**src/rtl/sip_lif_core.sv**
```systemverilog
// sip_lif_core: serial synaptic accumulator feeding a leaky integrate-and-fire neuron.
// Optional macro SIP_SPARSE_SCAN_EN: scan only set spike bits, lowest index first.
module sip_lif_core #(
  parameter int N_SYN          = 16,
  parameter int W_W            = 4,
  parameter int V_W            = 12,
  parameter int THRESHOLD      = 40,
  parameter int LEAK_SHIFT     = 3,
  parameter int REFRACT_CYCLES = 2
) (
  input  logic                     clock,
  input  logic                     reset,
  input  logic                     w_we,
  input  logic [$clog2(N_SYN)-1:0] w_addr,
  input  logic [W_W-1:0]           w_data,
  input  logic                     in_valid,
  output logic                     in_ready,
  input  logic [N_SYN-1:0]         spike_in,
  input  logic [N_SYN-1:0]         ein,
  output logic                     spike,
  output logic                     done,
  output logic                     flush_weight,
  output logic signed [V_W-1:0]    v_mem
);

  localparam int A_W  = $clog2(N_SYN);
  localparam int RC_W = (REFRACT_CYCLES > 1) ? $clog2(REFRACT_CYCLES) : 1;
  localparam logic signed [V_W:0] V_MAX = {2'b00, {(V_W-1){1'b1}}};
  localparam logic signed [V_W:0] V_MIN = {2'b11, {(V_W-1){1'b0}}};

  typedef enum logic [1:0] {IDLE, SCAN, UPDATE, REFRACT} state_t;

  // One guard bit is enough because V_W > W_W + 1.
  function automatic logic signed [V_W-1:0] sat_acc(input logic signed [V_W-1:0] v,
                                                    input logic [W_W-1:0] w,
                                                    input logic add);
    logic signed [V_W:0] vx;
    logic signed [V_W:0] wz;
    logic signed [V_W:0] wide;
    vx   = {v[V_W-1], v};
    wz   = {{(V_W+1-W_W){1'b0}}, w};
    wide = add ? (vx + wz) : (vx - wz);
    if (wide > V_MAX) return V_MAX[V_W-1:0];
    if (wide < V_MIN) return V_MIN[V_W-1:0];
    return wide[V_W-1:0];
  endfunction

  function automatic logic signed [V_W-1:0] leak(input logic signed [V_W-1:0] v);
    if (LEAK_SHIFT == 0) return v;
    return v - (v >>> LEAK_SHIFT);
  endfunction

  state_t                state, state_nxt;
  logic [W_W-1:0]        weights [N_SYN];
  logic [N_SYN-1:0]      spk_lat, ein_lat;
  logic [A_W-1:0]        cur_idx;
  logic                  last_syn, start_scan, fire;
  logic signed [V_W-1:0] v_leak;
  logic [RC_W-1:0]       rcnt;

`ifdef SIP_SPARSE_SCAN_EN
  function automatic logic [A_W-1:0] lowest_set(input logic [N_SYN-1:0] m);
    logic [A_W-1:0] r;
    r = '0;
    for (int i = N_SYN - 1; i >= 0; i--) if (m[i]) r = A_W'(i);
    return r;
  endfunction

  // The latched mask doubles as the work list; each scan step clears its lowest bit.
  logic [N_SYN-1:0] spk_rest;
  assign cur_idx    = lowest_set(spk_lat);
  assign spk_rest   = spk_lat & (spk_lat - N_SYN'(1));
  assign last_syn   = (spk_rest == '0);
  assign start_scan = (spike_in != '0);
`else
  logic [A_W-1:0] idx;
  assign cur_idx    = idx;
  assign last_syn   = (int'(idx) == N_SYN - 1);
  assign start_scan = 1'b1;
`endif

  assign v_leak = leak(v_mem);
  assign fire   = (int'(v_leak) >= THRESHOLD);

  always_comb begin
    state_nxt    = state;
    in_ready     = 1'b0;
    flush_weight = 1'b0;
    case (state)
      IDLE: begin
        in_ready = 1'b1;
        if (in_valid) state_nxt = start_scan ? SCAN : UPDATE;
      end
      SCAN:    if (last_syn) state_nxt = UPDATE;
      UPDATE: begin
        flush_weight = 1'b1;
        state_nxt    = (fire && REFRACT_CYCLES > 0) ? REFRACT : IDLE;
      end
      REFRACT: if (rcnt == '0) state_nxt = IDLE;
      default: state_nxt = IDLE;
    endcase
  end

  always_ff @(posedge clock) begin
    if (reset) begin
      state <= IDLE;
      v_mem <= '0;
      spike <= 1'b0;
      done  <= 1'b0;
      rcnt  <= '0;
`ifndef SIP_SPARSE_SCAN_EN
      idx   <= '0;
`endif
    end else begin
      state <= state_nxt;
      spike <= 1'b0;
      done  <= 1'b0;
      case (state)
        SCAN: begin
          if (spk_lat[cur_idx]) v_mem <= sat_acc(v_mem, weights[cur_idx], ein_lat[cur_idx]);
`ifndef SIP_SPARSE_SCAN_EN
          idx <= idx + A_W'(1);
`endif
        end
        UPDATE: begin
          done <= 1'b1;
          if (fire) begin
            v_mem <= '0;
            spike <= 1'b1;
            rcnt  <= RC_W'(REFRACT_CYCLES - 1);
          end else begin
            v_mem <= v_leak;
          end
        end
        REFRACT: rcnt <= rcnt - RC_W'(1);
        default: begin
`ifndef SIP_SPARSE_SCAN_EN
          idx <= '0;
`endif
        end
      endcase
    end
  end

  // Vector latches carry no reset: they are only read after a fresh handshake.
  always_ff @(posedge clock) begin
    if (state == IDLE && in_valid) begin
      spk_lat <= spike_in;
      ein_lat <= ein;
    end
`ifdef SIP_SPARSE_SCAN_EN
    else if (state == SCAN) begin
      spk_lat <= spk_rest;
    end
`endif
  end

  always_ff @(posedge clock) begin
    if (reset) begin
      for (int i = 0; i < N_SYN; i++) weights[i] <= '0;
    end else if (w_we && int'(w_addr) < N_SYN) begin
      weights[w_addr] <= w_data;
    end
  end

endmodule
```
**config.mk**
```make
export PLATFORM = sky130hd
export DESIGN_NAME = sip_lif_core
export DESIGN_NICKNAME = d
export VERILOG_FILES = /design/src/rtl/sip_lif_core.sv
export SDC_FILE = /design/constraint.sdc
export NUM_CORES = 1
export LEC_CHECK = 0
export CAP_MARGIN = 20
export CORE_UTILIZATION = 63
export CTS_CLUSTER_SIZE = 10
export DETAILED_ROUTE_END_ITERATION = 16
export PLACE_DENSITY = 0.95
export SLEW_MARGIN = 5
export SYNTH_ARGS = -nofsm -noshare
export SYNTH_HDL_FRONTEND = slang
export SYNTH_SLANG_ARGS = --single-unit
```
**constraint.sdc**
```tcl
create_clock -name clock -period 11.8 [get_ports clock]
set_input_delay 1.18 -clock clock [delete_from_list [all_inputs] [get_ports clock]]
set_output_delay 1.18 -clock clock [all_outputs]
set_load 0.1 [all_outputs]
```
==> results.sh, run 1 <==
export IMPL_synth_xor_area_share_pct=2.49
export IMPL_antenna_found_initial=0
export IMPL_seq_area_frac_synth_pct=50.6
export IMPL_period_minus_slack_ns=5.71
export IMPL_syn_to_final_growth_pct=18.3
export IMPL_numClockSinks=121
export IMPL_gp_congestion=0.899
export IMPL_grt_overflow_total=0
export IMPL_cts_buffers=17
export IMPL_synth_simple_gate_area_share_pct=17.8
export IMPL_dp_slack_ns=6.28
export IMPL_root_buffer="clkbuf_8"
export IMPL_die_area_sq_mm=0.0110
export IMPL_start_util_pct=64.7
export IMPL_endpoint_kind="flop"
export IMPL_routed_wirelength_um=17300
export IMPL_io_pins=60
export IMPL_hold_viol=0
export IMPL_nNetsFinal=684
export IMPL_p_leak_nw=2.81
export IMPL_wl_per_cell_um=22.7
export IMPL_rows=37
export IMPL_min_period_over_period_pct=48.4
export IMPL_grt_pass1_vias=5193
export IMPL_viasPerCell=6.66
export IMPL_synth_top_family_by_area="simple AND/OR/NAND/NOR gates"
export IMPL_report_final_slew_viol_count=0
export IMPL_crit_fanout=13
export IMPL_start_kind="flop"
export IMPL_yosysWarnings=0
export IMPL_drtIter0Drc=454
export IMPL_n_antenna_cell=0
export IMPL_relSlewSlack_pct=34.4
export IMPL_syn_area_sq_mm=0.00668
export IMPL_synth_most_common_cell="edfxtp_1"
export IMPL_synthAdderAreaFrac_pct=5.36
export IMPL_rsz0062_at_grt="false"
export IMPL_max_cap_violations=0
export IMPL_clkLatencyLatePin_ns=0.53
export IMPL_die_h_um=105
export IMPL_ctsLongestPathBuffers=2
export IMPL_synth_compound_gate_area_share_pct=9.21
export IMPL_synth_edff_count=96
export IMPL_fill_cells=600
export IMPL_cts_max_level=4
export IMPL_synth_cell_types=62
export IMPL_synthTopCellsByArea="edfxtp_1, mux4_2, dfxtp_1"
export IMPL_skew_ns=0.00599
export IMPL_power_density_mw_per_mm2=255
export IMPL_hold_class="flop to flop"
export IMPL_grt_pass1_wl_um=27200
export IMPL_synthMuxAreaShare_pct=11.3
export IMPL_cp_data_required_time_ns=12.18
export IMPL_ctsResizeCount=0
export IMPL_layout_setup_ws_ns=6.09
export IMPL_final_instance_count_excl_fill=764
export IMPL_async_flop_share_pct=0
export IMPL_portBuffers=59
export IMPL_seq_area_sq_mm=0.00338
export IMPL_drtPass1Iterations=7
export IMPL_synth_top_cell_area_share_pct=43.1
export IMPL_peakVddDrop_mv=0.223
export IMPL_finalSetupTns_ns=0
export IMPL_finalSetupViolations=0
export IMPL_drc_errors=0
export IMPL_cts_tree="built"
export IMPL_p_total_w=0.00202
export IMPL_post_dp_hpwl_um=11800
export IMPL_synth_flop_cell="edfxtp_1"
export IMPL_core_area_sq_mm=0.0103
export IMPL_grtUsageTotal_pct=33.2
export IMPL_status="finished clean"
export IMPL_worst_pin_slew_ns=0.982
export IMPL_drive_above_1_share_pct=12.9
export IMPL_path_clk_slew_ns=0.06
export IMPL_grt_max_degree=39
export IMPL_synthTopCellsByCount="edfxtp_1, and2_1, nor2_1"
export IMPL_cts_hold_buffers=0
export IMPL_avgSynthCellArea_sq_um=11.9
export IMPL_multi_input_area_sq_mm=0.00308
export IMPL_max_freq_ghz=0.175
export IMPL_ys_ff_latch=121
export IMPL_cp_arrival_ns=6.09
export IMPL_synth_nets=632
export IMPL_synth_largest_area_cell="edfxtp_1"
export IMPL_postCtsSetupBuffers=0
export IMPL_worstSetupPathType="flop to flop"
export IMPL_route_vias_total=5092
export IMPL_die_x_um=105
export IMPL_dp_cells=732
export IMPL_syn_inst=563
export IMPL_ant_nets=0
[flip-flops by register name, summed over array words and instances, names as in the netlist, named ones only]
register,flops
v_mem,12
weights,64
state,2
spk_lat,16
ein_lat,16
rcnt,1
cur_idx,4
spike,1
done,1
[metrics by stage]
stage	util, %	hold slack (ns)	instance area, sq um
2_1_floorplan	-	0.483	6680
3_3_place_gp	70.9	0.494	7320
3_5_place_dp	70.9	0.568	7320
4_1_cts	76.6	0.579	7900
5_1_grt	76.6	0.627	7900
6_report	76.6	0.586	7900
[critical path, cell delays in order, from the launching register on]
cell	delay, ns
dfxtp_1	0.84
mux4_1	0.69
mux4_2	0.53
nor3_1	0.33
ha_1	0.30
nor2_1	0.11
a21oi_1	0.07
ha_1	0.39
a21oi_1	0.14
a211o_1	0.34
a211oi_1	0.27
mux2i_1	0.12
o211ai_1	0.16
a221oi_1	0.14
xnor2_1	0.49
o21ai_0	0.18
nand2_1	0.30
a311oi_1	0.15
[layout by cell type (no fill, tap or decap), types with 3 or more instances in the layout]
master / netlist / routed
nor2_1: 49 / 49
nand3_1: 9 / 9
a311oi_1: 10 / 10
or2_2: 18 / 18
buf_4: 0 / 3
mux4_2: 25 / 25
or3_1: 3 / 3
mux4_1: 5 / 5
a21o_1: 5 / 5
dfxtp_1: 25 / 25
edfxtp_1: 96 / 96
nand2_1: 29 / 29
a31oi_1: 6 / 6
clkbuf_8: 0 / 4
and2_1: 68 / 68
inv_1: 21 / 21
a221oi_1: 3 / 3
clkbuf_16: 0 / 16
o211ai_1: 3 / 3
nand4_1: 5 / 5
nor3_1: 11 / 11
nand2b_1: 12 / 12
nor2b_1: 5 / 5
a21oi_1: 16 / 16
ha_1: 23 / 23
maj3_1: 3 / 3
o21ai_0: 15 / 15
xor2_1: 4 / 4
xnor2_1: 15 / 15
clkdlybuf4s50_1: 0 / 59
a211oi_1: 7 / 7
[cell type report]
cell class	count	share of cell area, %
timing repair buffer	62	7.76
inverter	21	0.997
clock inverter	10	1.49
clock buffer	22	5.86
multi-input combinational	392	38.9
tap	136	2.15
sequential	121	42.8
[layer usage]
layer  part of all wire [%]  routed length [um]  vias up  global-route usage, %
met4                    5.3                 920        0                   18.5
met1                     36                6220     2465                   38.2
met5                      0                   0        -                      0
met3                    7.3                1270       81                   7.42
met2                     51                8910      343                   57.4
li1                       -                   -     2203                      -
[kinds of logic after synthesis]
kind of cell	after synthesis
xor gates and xnor gates	19
DFF	121
muxes	35
AOI/OAI and AO/OA	88
adders and majority gates	28
and+or+nand+nor	222
buffers and inverters	50
[worst paths after layout]
kind                            from  endpoint  slack (ns)  cells past startpoint
worst min register to register  rcnt      rcnt        0.59                      2
worst max-delay path            flop  v_mem[7]        6.09                     17
worst max register to register  flop  v_mem[7]        6.09                     17
worst min-delay path            rcnt      rcnt        0.59                      2
[report_power, final]
group | switching, W | internal, W
sequential | 0.0000730 | 0.000528
combinational | 0.000572 | 0.000338
clock | 0.000187 | 0.000318
Note: power is estimated with default switching activity, not from simulation.
==> run 2, diff against run 1 <==
CORE_UTILIZATION = 53   (was 63)
PLACE_DENSITY = 0.87   (was 0.95)
clock period = 4.9 ns   (was 11.8 ns; I/O delays follow)
==> results.sh, run 2 (same netlist as run 1, synthesis figures left out) <==
export IMPL_regMostFlops="weights"
export IMPL_finalSetupTns_ns=0
export IMPL_crit_chain="clkbuf_16 -> mux4_2 -> mux4_2 -> nor3_4 -> ha_4 -> nor2_4 -> a21oi_2 -> ha_1 -> a21oi_2 -> a211o_1 -> a211oi_2 -> mux2i_1 -> o211ai_1 -> a221oi_2 -> xnor2_2 -> or3_1 -> a311o_1 -> a31oi_1"
export IMPL_wl_met2_um=8610
export IMPL_ant_nets=0
export IMPL_period_minus_slack_ns=4.79
export IMPL_start_util_pct=54.9
export IMPL_grtUsageTotal_pct=27.0
export IMPL_worst_pin_slew_ns=0.981
export IMPL_root_buffer="clkbuf_16"
export IMPL_grt_max_degree=35
export IMPL_skew_ns=0.00879
export IMPL_die_h_um=114
export IMPL_cts_max_level=4
export IMPL_drive_above_1_share_pct=17.2
export IMPL_report_final_slew_viol_count=0
export IMPL_gp_congestion=0.861
export IMPL_peakVddDrop_mv=0.281
export IMPL_cts_tree="built"
export IMPL_drc_errors=0
export IMPL_status="finished clean"
export IMPL_worstSetupPathType="flop to flop"
export IMPL_maxUsedRoutingLayer="met4"
export IMPL_routed_wirelength_um=16700
export IMPL_fill_cells=863
export IMPL_numClockSinks=121
export IMPL_slowest_stage="mux4_2"
export IMPL_p_total_w=0.00503
export IMPL_finalSetupViolations=0
export IMPL_post_dp_hpwl_um=11100
export IMPL_reg2reg_setup_slack_ns=0.11
export IMPL_viasPerCell=6.11
export IMPL_core_area_sq_mm=0.0122
export IMPL_largest_reg_flops=64
export IMPL_grt_pass1_vias=4923
export IMPL_crit_family="compound AO/OA/AOI/OAI gates"
export IMPL_hold_class="flop to flop"
export IMPL_grt_pass1_wl_um=25900
export IMPL_drtIter0Drc=430
export IMPL_critPathMaxStageDelay_ns=0.54
export IMPL_hold_viol=0
export IMPL_cp_arrival_ns=5.13
export IMPL_crit_fanout=7
export IMPL_final_cell_mix="edfxtp_1, and2_1, clkdlybuf4s50_1"
export IMPL_grt_overflow_total=0
export IMPL_seq_area_sq_mm=0.00339
export IMPL_final_common_cell="edfxtp_1"
export IMPL_syn_to_final_growth_pct=22.2
export IMPL_max_cap_violations=0
export IMPL_wl_per_cell_um=20.8
export IMPL_nNetsFinal=694
export IMPL_min_period_over_period_pct=97.7
export IMPL_io_pins=60
export IMPL_p_leak_nw=2.90
export IMPL_reg_top3="weights: 64 flops, ein_lat: 16 flops, spk_lat: 16 flops"
export IMPL_relSlewSlack_pct=34.4
export IMPL_die_x_um=114
export IMPL_route_vias_total=4908
export IMPL_crit_buf_inv=1
export IMPL_endpoint_kind="flop"
export IMPL_drtPass1Iterations=5
export IMPL_antenna_found_initial=0
export IMPL_clkLatencyLatePin_ns=0.41
export IMPL_max_freq_ghz=0.209
export IMPL_multi_input_area_sq_mm=0.00318
export IMPL_n_antenna_cell=0
export IMPL_cts_buffers=17
export IMPL_cp_data_required_time_ns=5.24
export IMPL_wl_met3_um=1280
export IMPL_rows=40
export IMPL_power_density_mw_per_mm2=616
export IMPL_die_area_sq_mm=0.0131
export IMPL_ctsLongestPathBuffers=2
export IMPL_portBuffers=59
export IMPL_met1_length_um=6380
export IMPL_path_clk_slew_ns=0.06
export IMPL_hp_start="rcnt"
export IMPL_start_kind="flop"
export IMPL_rsz0062_at_grt="true"
run 2: changes by cell type in the layout (fill, tap and decap cells not counted), moves of 4 or more:
cell,previous run,this run
a21oi_1,16,11
buf_4,3,11
a21oi_2,1,5
clkbuf_8,4,0
run 2: per-stage QoR:
stage | instance area [sq um] | setup slack, ns | hold slack [ns] | instances | util (%)
after floorplan | 6680 | 0.213 | 0.483 | 563 | -
after global placement | 7440 | 0.138 | 0.496 | 772 | 61.1
after detailed placement | 7440 | -0.0258 | 0.514 | 772 | 61.1
after CTS | 8040 | 0.0223 | 0.523 | 801 | 66.1
after global routing | 8170 | -0.0587 | 0.547 | 803 | 67.2
final | 8170 | 0.113 | 0.523 | 803 | 67.2
run 2: cell type report:
cell class	instances	share of cell area, %
Sequential cell	121	41.5
Multi-Input combinational cell	392	39.0
Timing Repair Buffer	72	8.79
Clock buffer	20	5.35
Tap cell	168	2.57
Clock inverter	9	1.85
Inverter	21	0.965
run 2: repair_timing:
item | CTS | global route
hold buffers | 0 | 0
gates resized for setup | 3 | 25
pin swaps | 1 | 18
setup endpoints to repair | 10 | 12
buffers inserted | 0 | 1
cloned | 0 | 1
run 2: final timing paths:
kind	to	cells after the start
setup / recovery	v_mem[10]	18
setup reg to reg	v_mem[10]	18
hold reg to reg	rcnt	2
hold / removal	rcnt	2
run 2: power by group:
group | switching, W | total [W] | internal (W)
combinational | 0.00144 | 0.00234 | 0.000901
sequential | 0.000147 | 0.00142 | 0.00127
clock | 0.000432 | 0.00127 | 0.000839
run 2: worst register-to-register path: stages (launching register included):
cell       delay [ns]
dfxtp_4          0.38
clkbuf_16        0.16
mux4_2           0.50
mux4_2           0.54
nor3_4           0.28
ha_4             0.25
nor2_4           0.09
a21oi_2          0.05
ha_1             0.33
a21oi_2          0.18
a211o_1          0.21
a211oi_2         0.09
mux2i_1          0.14
o211ai_1         0.16
a221oi_2         0.33
xnor2_2          0.20
or3_1            0.36
a311o_1          0.33
a31oi_1          0.14
run 2: routing by layer:
layer / track usage [%] / vias up
met1: 32.0 / 2385
met2: 46.5 / 264
met5: 0 / -
met3: 6.62 / 45
met4: 12.8 / 0
li1: - / 2214
